--- config.mk ---
export PLATFORM = sky130hd
export DESIGN_NAME = bus_tenure_scheduler
export DESIGN_NICKNAME = d
export VERILOG_FILES = /design/src/rtl/bus_tenure_scheduler.sv
export SDC_FILE = /design/constraint.sdc
export NUM_CORES = 1
export LEC_CHECK = 0
export CAP_MARGIN = 20
export CORE_ASPECT_RATIO = 1.5
export CORE_UTILIZATION = 56
export CTS_CLUSTER_SIZE = 12
export DETAILED_ROUTE_END_ITERATION = 10
export PLACE_DENSITY = 0.83
export SETUP_SLACK_MARGIN = 0.1
export SLEW_MARGIN = 15
export SYNTH_ARGS = -nofsm -noshare
export SYNTH_HDL_FRONTEND = slang
export SYNTH_SLANG_ARGS = --single-unit
--- constraint.sdc ---
create_clock -name clk -period 5.3 [get_ports clk]
set_input_delay 0.795 -clock clk [delete_from_list [all_inputs] [get_ports clk]]
set_output_delay 0.795 -clock clk [all_outputs]
set_load 0.02 [all_outputs]
--- src/rtl/bus_tenure_scheduler.sv ---
// Shared-bus ownership sequencer: grants one requester per tenure, ends tenures on
// done, withdrawal or timeout, and inserts one turnaround cycle between owners.
module bus_tenure_scheduler #(
   parameter int NUMUNITS     = 8,
   parameter int ADDRESSWIDTH = 3,
   parameter int MAXTENURE    = 16,
   parameter int TENUREWIDTH  = 5
) (
   input  logic                             clk,
   input  logic                             rst,
   input  logic                             roundORpriority,
   input  logic [NUMUNITS-1:0]              request,
   input  logic [ADDRESSWIDTH*NUMUNITS-1:0] priorit,
   input  logic [NUMUNITS-1:0]              done,
   output logic [NUMUNITS-1:0]              grant,
   output logic [ADDRESSWIDTH-1:0]          grant_id,
   output logic                             busy,
   output logic                             tenure_expired
);

   typedef enum logic [1:0] {
      IDLE = 2'd0,
      OWN  = 2'd1,
      TURN = 2'd2
   } state_t;

   localparam logic [TENUREWIDTH-1:0] TENURE_LAST = TENUREWIDTH'(MAXTENURE - 1);
   localparam logic [TENUREWIDTH-1:0] TENURE_SAT  = TENUREWIDTH'(MAXTENURE);

   state_t                  state;
   state_t                  state_nx;
   logic [ADDRESSWIDTH-1:0] next_ptr;
   logic [ADDRESSWIDTH-1:0] next_ptr_nx;
   logic [ADDRESSWIDTH-1:0] grant_id_nx;
   logic [NUMUNITS-1:0]     grant_nx;
   logic                    busy_nx;
   logic                    expired_nx;
   logic [TENUREWIDTH-1:0]  count;
   logic [TENUREWIDTH-1:0]  count_nx;

   logic [ADDRESSWIDTH-1:0] min_pri;
   logic [NUMUNITS-1:0]     candidates;
   logic [ADDRESSWIDTH-1:0] winner;
   logic [ADDRESSWIDTH-1:0] pick;
   logic                    hit;
   logic                    found;

   logic                    any_request;
   logic                    owner_done;
   logic                    owner_req;
   logic [NUMUNITS-1:0]     others;
   logic                    timeout;
   logic                    tenure_end;

   function automatic logic [ADDRESSWIDTH-1:0] pri_of(
      input logic [ADDRESSWIDTH*NUMUNITS-1:0] p,
      input int                               i
   );
      return p[i*ADDRESSWIDTH +: ADDRESSWIDTH];
   endfunction

   function automatic logic [ADDRESSWIDTH-1:0] unit_at(
      input logic [ADDRESSWIDTH-1:0] base,
      input int                      offset
   );
      int sum;
      sum = int'(base) + offset;
      if (sum >= NUMUNITS) begin
         sum = sum - NUMUNITS;
      end else begin
         sum = sum;
      end
      return ADDRESSWIDTH'(sum);
   endfunction

   function automatic logic [ADDRESSWIDTH-1:0] wrap_inc(input logic [ADDRESSWIDTH-1:0] u);
      return unit_at(u, 1);
   endfunction

   function automatic logic [NUMUNITS-1:0] onehot(input logic [ADDRESSWIDTH-1:0] u);
      return {{(NUMUNITS-1){1'b0}}, 1'b1} << u;
   endfunction

   assign any_request = |request;
   assign owner_done  = done[grant_id];
   assign owner_req   = request[grant_id];
   assign others      = request & ~grant;
   assign timeout     = (count >= TENURE_LAST) & (|others);
   assign tenure_end  = owner_done | ~owner_req | timeout;

   // Lowest priority value among units that are actually requesting.
   always_comb begin
      min_pri = {ADDRESSWIDTH{1'b1}};
      for (int i = 0; i < NUMUNITS; i++) begin
         min_pri = (request[i] && (pri_of(priorit, i) < min_pri)) ? pri_of(priorit, i) : min_pri;
      end
   end

   // Eligible set: every requester in round-robin mode, only minimum-priority ones otherwise.
   always_comb begin
      candidates = {NUMUNITS{1'b0}};
      for (int i = 0; i < NUMUNITS; i++) begin
         candidates[i] = request[i] & (~roundORpriority | (pri_of(priorit, i) == min_pri));
      end
   end

   // First eligible unit scanning upward from the next pointer with wraparound.
   always_comb begin
      winner = next_ptr;
      pick   = {ADDRESSWIDTH{1'b0}};
      hit    = 1'b0;
      found  = 1'b0;
      for (int k = 0; k < NUMUNITS; k++) begin
         pick   = unit_at(next_ptr, k);
         hit    = ~found & candidates[pick];
         winner = hit ? pick : winner;
         found  = found | hit;
      end
   end

   // Next-state and next-output decode for the IDLE/OWN/TURN sequencer.
   always_comb begin
      state_nx    = state;
      grant_nx    = grant;
      grant_id_nx = grant_id;
      busy_nx     = busy;
      expired_nx  = 1'b0;
      next_ptr_nx = next_ptr;
      count_nx    = count;
      case (state)
         IDLE, TURN: begin
            if (any_request) begin
               state_nx    = OWN;
               grant_nx    = onehot(winner);
               grant_id_nx = winner;
               busy_nx     = 1'b1;
               count_nx    = {TENUREWIDTH{1'b0}};
            end else begin
               state_nx    = IDLE;
               grant_nx    = {NUMUNITS{1'b0}};
               busy_nx     = 1'b0;
            end
         end
         OWN: begin
            if (tenure_end) begin
               state_nx    = TURN;
               grant_nx    = {NUMUNITS{1'b0}};
               busy_nx     = 1'b0;
               next_ptr_nx = wrap_inc(grant_id);
               count_nx    = {TENUREWIDTH{1'b0}};
               // Pulse only when the timeout alone ended the tenure.
               expired_nx  = timeout & ~owner_done & owner_req;
            end else begin
               count_nx    = (count >= TENURE_SAT) ? count : count + TENUREWIDTH'(1);
            end
         end
         default: begin
            state_nx    = IDLE;
            grant_nx    = {NUMUNITS{1'b0}};
            busy_nx     = 1'b0;
         end
      endcase
   end

   // State, pointer, counter and registered outputs.
   always_ff @(posedge clk or posedge rst) begin
      if (rst) begin
         state          <= IDLE;
         grant          <= {NUMUNITS{1'b0}};
         grant_id       <= {ADDRESSWIDTH{1'b0}};
         busy           <= 1'b0;
         tenure_expired <= 1'b0;
         next_ptr       <= {ADDRESSWIDTH{1'b0}};
         count          <= {TENUREWIDTH{1'b0}};
      end else begin
         state          <= state_nx;
         grant          <= grant_nx;
         grant_id       <= grant_id_nx;
         busy           <= busy_nx;
         tenure_expired <= expired_nx;
         next_ptr       <= next_ptr_nx;
         count          <= count_nx;
      end
   end

endmodule

==> results of run 1 <==
## kinds of logic after synthesis
family,count (synthesis)
xor gates and xnor gates,21
buffers and inverters,44
DFF,22
muxes,36
AOI/OAI and AO/OA,154
and+or+nand+nor,155
adders and majority gates,10
## repair_timing
action	CTS
endpoints found under the setup margin	11
setup buffers	27
pin swaps	40
cloned	2
resized for setup	85
## through the flow
stage,instance area (sq um),worst slack [ns],utilization,TNS (ns)
CTS,5590,-3.10,0.911,-33.69
global placement,5060,-3.75,0.826,-40.50
detailed placement,5060,-4.05,0.826,-44.07
floorplan,3660,-3.12,-,-32.93
==> impl_metrics.py, run 1 <==
metrics = {
    "clock_tree": {
        "ctsHtreeMaxLevel": 1,
        "holdBufCountCts": 0,
        "cts_max_path_buffers": 2,
        "cts.sinks": 22,
        "root_buffer": "clkbuf_8",
        "numCtsBuffers": 3,
    },
    "synth": {
        "synthesis.area_sq_um": 3540,
        "synth-seq-area-share": 0.156,
        "synth_mux_area_frac": 0.129,
        "syn_nets": 494,
        "avgSynthCellArea_sq_um": 8.01,
        "syn_inst": 442,
        "synthFlopType": "dfrtp_1",
        "synth_simple_gate_area_share": 0.226,
        "synth_top_area_frac": 0.156,
        "synth-edff-count": 0,
        "ys_warn_count": 0,
        "synth_cell_types": 74,
        "async_flop_share": 1.00,
        "synthAdderAreaFrac": 0.0350,
        "synth_top_family_by_area": "compound AO/OA/AOI/OAI gates",
        "synth_common_cells": "nand2_1 (49), inv_1 (28), o21ai_0 (26)",
        "synth-xor-area-share": 0.0520,
        "synth-compound-area-share": 0.354,
        "synth_most_common_cell": "nand2_1",
        "synth.area.top_cells": "dfrtp_1 (16%), mux2i_1 (6.2%), nand2_1 (5.2%), mux4_2 (4.5%), xnor2_1 (3.7%)",
        "ys_ff_latch": 22,
        "yosys.area.top_type": "dfrtp_1",
    },
    "sta": {
        "crit_endpoint": "grant[1]$_DFFE_PP0P_/D",
        "endpoint_type": "register input",
    },
    "place": {
        "dp.cells": 667,
        "gp_congestion": 1.02,
        "dp_hpwl_microns": 10400,
        "io_buffers": 55,
    },
    "status": {
        "failing_step": "5_1_grt",
        "error": "[ERROR DPL-0038] Utilization greater than 100%, impossible to legalize",
        "status": "stopped before the end",
    },
    "die": {
        "start_util": 0.577,
        "io_pins": 56,
        "row_count": 35,
        "die_y_microns": 99.4,
        "fp.dieW_microns": 66.9,
    },
    "grt": {
        "grt_start_max_net_pins": 23,
    },
}
==> inputs of run 2 (changes only) <==
--- a/config.mk
+++ b/config.mk
@@ -6,12 +6,9 @@
 export NUM_CORES = 1
 export LEC_CHECK = 0
 export CAP_MARGIN = 20
-export CORE_ASPECT_RATIO = 1.5
-export CORE_UTILIZATION = 56
-export CTS_CLUSTER_SIZE = 12
+export CORE_UTILIZATION = 40
 export DETAILED_ROUTE_END_ITERATION = 10
-export PLACE_DENSITY = 0.83
-export SETUP_SLACK_MARGIN = 0.1
+export PLACE_DENSITY_LB_ADDON = 0.15
 export SLEW_MARGIN = 15
 export SYNTH_ARGS = -nofsm -noshare
 export SYNTH_HDL_FRONTEND = slang
==> run 2 against run 1 <==
Effect of this change:
- the flow now finishes, with violations (negative setup slack)
- synthesized cell count unchanged
- synthesized area unchanged
==> impl_metrics.py, run 2 <==
metrics = {
    "status": {
        "status": "finished, violations left",
        "violations": "negative setup slack",
    },
    "cells_and_area": {
        "fillCellCount": 622,
        "diodes": 0,
        "final_common_cell": "buf_4",
        "utilization": 0.720,
        "largest-register": "grant",
        "top_regs": "grant x8, count x5",
        "layout-drive-gt1-share": 0.435,
        "final_cell_mix": "buf_4 (154), nand2_1 (47), clkdlybuf4s50_1 (45), inv_1 (25), nor2_1 (23)",
        "largest_reg_flops": 8,
        "final_net_count": 703,
        "syn2layout_area_growth_pct": 70.7,
    },
    "synth": {
        "synth-compound-area-share": 0.354,
        "synthAdderAreaFrac": 0.0350,
        "synth_cell_types": 74,
        "synth-seq-area-share": 0.156,
        "yosys.area.top_type": "dfrtp_1",
        "synthFlopType": "dfrtp_1",
        "synth-xor-area-share": 0.0520,
        "synth_most_common_cell": "nand2_1",
        "avgSynthCellArea_sq_um": 8.01,
        "synth_mux_area_frac": 0.129,
        "synth_top_family_by_area": "compound AO/OA/AOI/OAI gates",
        "synth_simple_gate_area_share": 0.226,
        "async_flop_share": 1.00,
        "synth_top_area_frac": 0.156,
        "synth.area.top_cells": "dfrtp_1 (16%), mux2i_1 (6.2%), nand2_1 (5.2%), mux4_2 (4.5%), xnor2_1 (3.7%)",
        "synth-edff-count": 0,
        "synthesis.area_sq_um": 3540,
        "syn_inst": 442,
        "ys_warn_count": 0,
        "ys_ff_latch": 22,
        "syn_nets": 494,
        "synth_common_cells": "nand2_1 (49), inv_1 (28), o21ai_0 (26)",
    },
    "sta": {
        "setup-tns-final_ns": -34.79,
        "maxSlewHeadroom": 0.398,
        "max_slew.worst_pin.slew_ns": 0.903,
        "finalCriticalPeriod_ns": 8.51,
        "setup_violations": 11,
        "rsz0062_at_grt": "yes",
        "layout_setup_ws_ns": -3.21,
        "slew_viol_final": 0,
        "finClkSkew_ns": 0.00139,
        "period_share": 1.61,
        "hold_viol_final": 0,
        "fmaxAchievable_mhz": 118,
    },
    "route": {
        "drt-wirelength-per-cell_microns": 18.6,
        "route.detailed.drc": 0,
        "firstDrtPassIters": 5,
        "ant_nets": 0,
        "detail_route.vias_per_cell": 6.01,
        "wl_microns": 14100,
        "vias": 4534,
        "drt_iter0_markers": 192,
    },
    "die": {
        "dieArea_sq_um": 9230,
        "fp.dieW_microns": 96.1,
        "start_util": 0.422,
        "row_count": 33,
        "io_pins": 56,
        "die_y_microns": 96.1,
        "core-area_sq_um": 8380,
    },
    "worst_setup_path": {
        "end_kind": "flip-flop",
        "max_stage_delay_ns": 0.50,
        "r2r_slack_ns": 0.99,
        "cpMaxStageDelayCell": "mux4_2",
        "worstPathArrival_ns": 8.71,
        "startpoint_type": "primary input",
        "critPathMaxFanout": 6,
        "critical_path_class": "primary input to flip-flop",
        "cpMostUsedCell": "buf_6",
        "critPathRequiredTime_ns": 5.50,
    },
    "place": {
        "gp_congestion": 0.892,
        "dp_slack_ns": -3.91,
        "dp_hpwl_microns": 10400,
        "io_buffers": 55,
    },
    "clock_tree": {
        "root_buffer": "clkbuf_8",
        "clkLatencyLatePin_ns": 0.26,
        "cts_tree": "built",
        "cts_max_path_buffers": 2,
        "ctsHtreeMaxLevel": 1,
        "cts.sinks": 22,
        "numCtsBuffers": 3,
        "cts.clk_slew.worst_paths_ns": 0.07,
    },
    "grt": {
        "overflow": 0,
        "grt_pass1_vias": 4404,
        "grt_pass1_wl_microns": 21800,
        "grt_start_max_net_pins": 23,
        "antenna_found_initial": 0,
        "grt.total_usage": 0.305,
    },
    "power_and_ir_drop": {
        "internal-power_uw": 1720,
        "switchingPower_uw": 1560,
        "seq_power_share": 0.096,
        "p_sw_frac": 0.475,
        "p_per_area_nw_per_um2": 543,
        "comb_power_share": 0.872,
        "peakVddDrop_v": 0.000673,
        "clock_power_share": 0.031,
        "power.leakage_uw": 0.00260,
    },
    "job": {
        "drv_cap": 0,
    },
    "min_path": {
        "hp-class": "flip-flop to flip-flop",
    },
}
-- run 2: per-stage QoR --
step                      hold WS, ns  instances  power [uW]  area, sq um
after floorplan                 0.466        442        1740         3660
after global placement          0.498        726        2500         5310
after detailed placement        0.505        726        2560         5310
after CTS                       0.514        751        2990         5820
after global routing            0.540        754        3460         6040
final                           0.516        754        3280         6040
-- run 2: power groups by stage --
stage | clock, uW | sequential [uW] | combinational, uW
6_report | 103 | 316 | 2860
5_1_grt | 111 | 320 | 3030
3_3_place_gp | 0 | 310 | 2200
4_1_cts | 104 | 312 | 2580
2_1_floorplan | 0 | 283 | 1460
3_5_place_dp | 0 | 313 | 2250
-- run 2: repair_timing --
item,CTS,global route
hold buffers,0,0
gates resized for setup,89,39
gates cloned,1,0
setup buffers,21,3
endpoints found under the setup margin,11,11
pin swaps,40,30
-- run 2: final timing paths --
| kind | from | endpoint | cells after the start |
|---|---|---|---|
| hold reg to reg | count[3]$_DFFE_PP0P_ | count[3]$_DFFE_PP0P_ | 1 |
| min in group asynchronous | rst | count[1]$_DFFE_PP0P_ | 2 |
| setup reg to reg | next_ptr[0]$_DFFE_PP0P_ | grant[4]$_DFFE_PP0P_ | 11 |
| setup / recovery | priorit[0] | grant[4]$_DFFE_PP0P_ | 39 |
| max in group asynchronous | rst | next_ptr[2]$_DFFE_PP0P_ | 2 |
| hold / removal | count[3]$_DFFE_PP0P_ | count[3]$_DFFE_PP0P_ | 1 |
-- run 2: kinds of logic (layout without fill, tap and decap cells) --
kind of cell	after synthesis	in the layout
buf+inv	44	250
simple gates	155	155
flops	22	22
mux	36	36
fa+ha+maj	10	10
xor+xnor	21	21
compound gates	154	155
-- run 2: area by class of cell --
class | count | area (sq um) | share of cell area
Tap cell | 105 | 131 | 0.0218
Inverter | 29 | 111 | 0.0184
Clock buffer | 3 | 41.3 | 0.00684
Timing Repair Buffer | 218 | 1800 | 0.298
Multi-Input combinational cell | 377 | 3410 | 0.564
Sequential cell | 22 | 551 | 0.0912
-- run 2: routing by layer --
metal | up-vias | share of wire | global-route usage
li1 | 2132 | - | -
met1 | 2174 | 0.43 | 0.384
met2 | 198 | 0.49 | 0.543
met3 | 30 | 0.063 | 0.0324
met4 | 0 | 0.021 | 0.0933
met5 | - | 0 | 0
-- run 2: worst max-delay path, delay by kind of cell --
kind | cells | cell delay (ns)
AOI/OAI and AO/OA | 16 | 3.52
and+or+nand+nor | 8 | 1.37
muxes | 4 | 1.17
buffers and inverters | 7 | 1.01
adders and majority gates | 3 | 0.70
xor gates and xnor gates | 1 | 0.12
No activity file was read; power rests on OpenSTA's default activity.
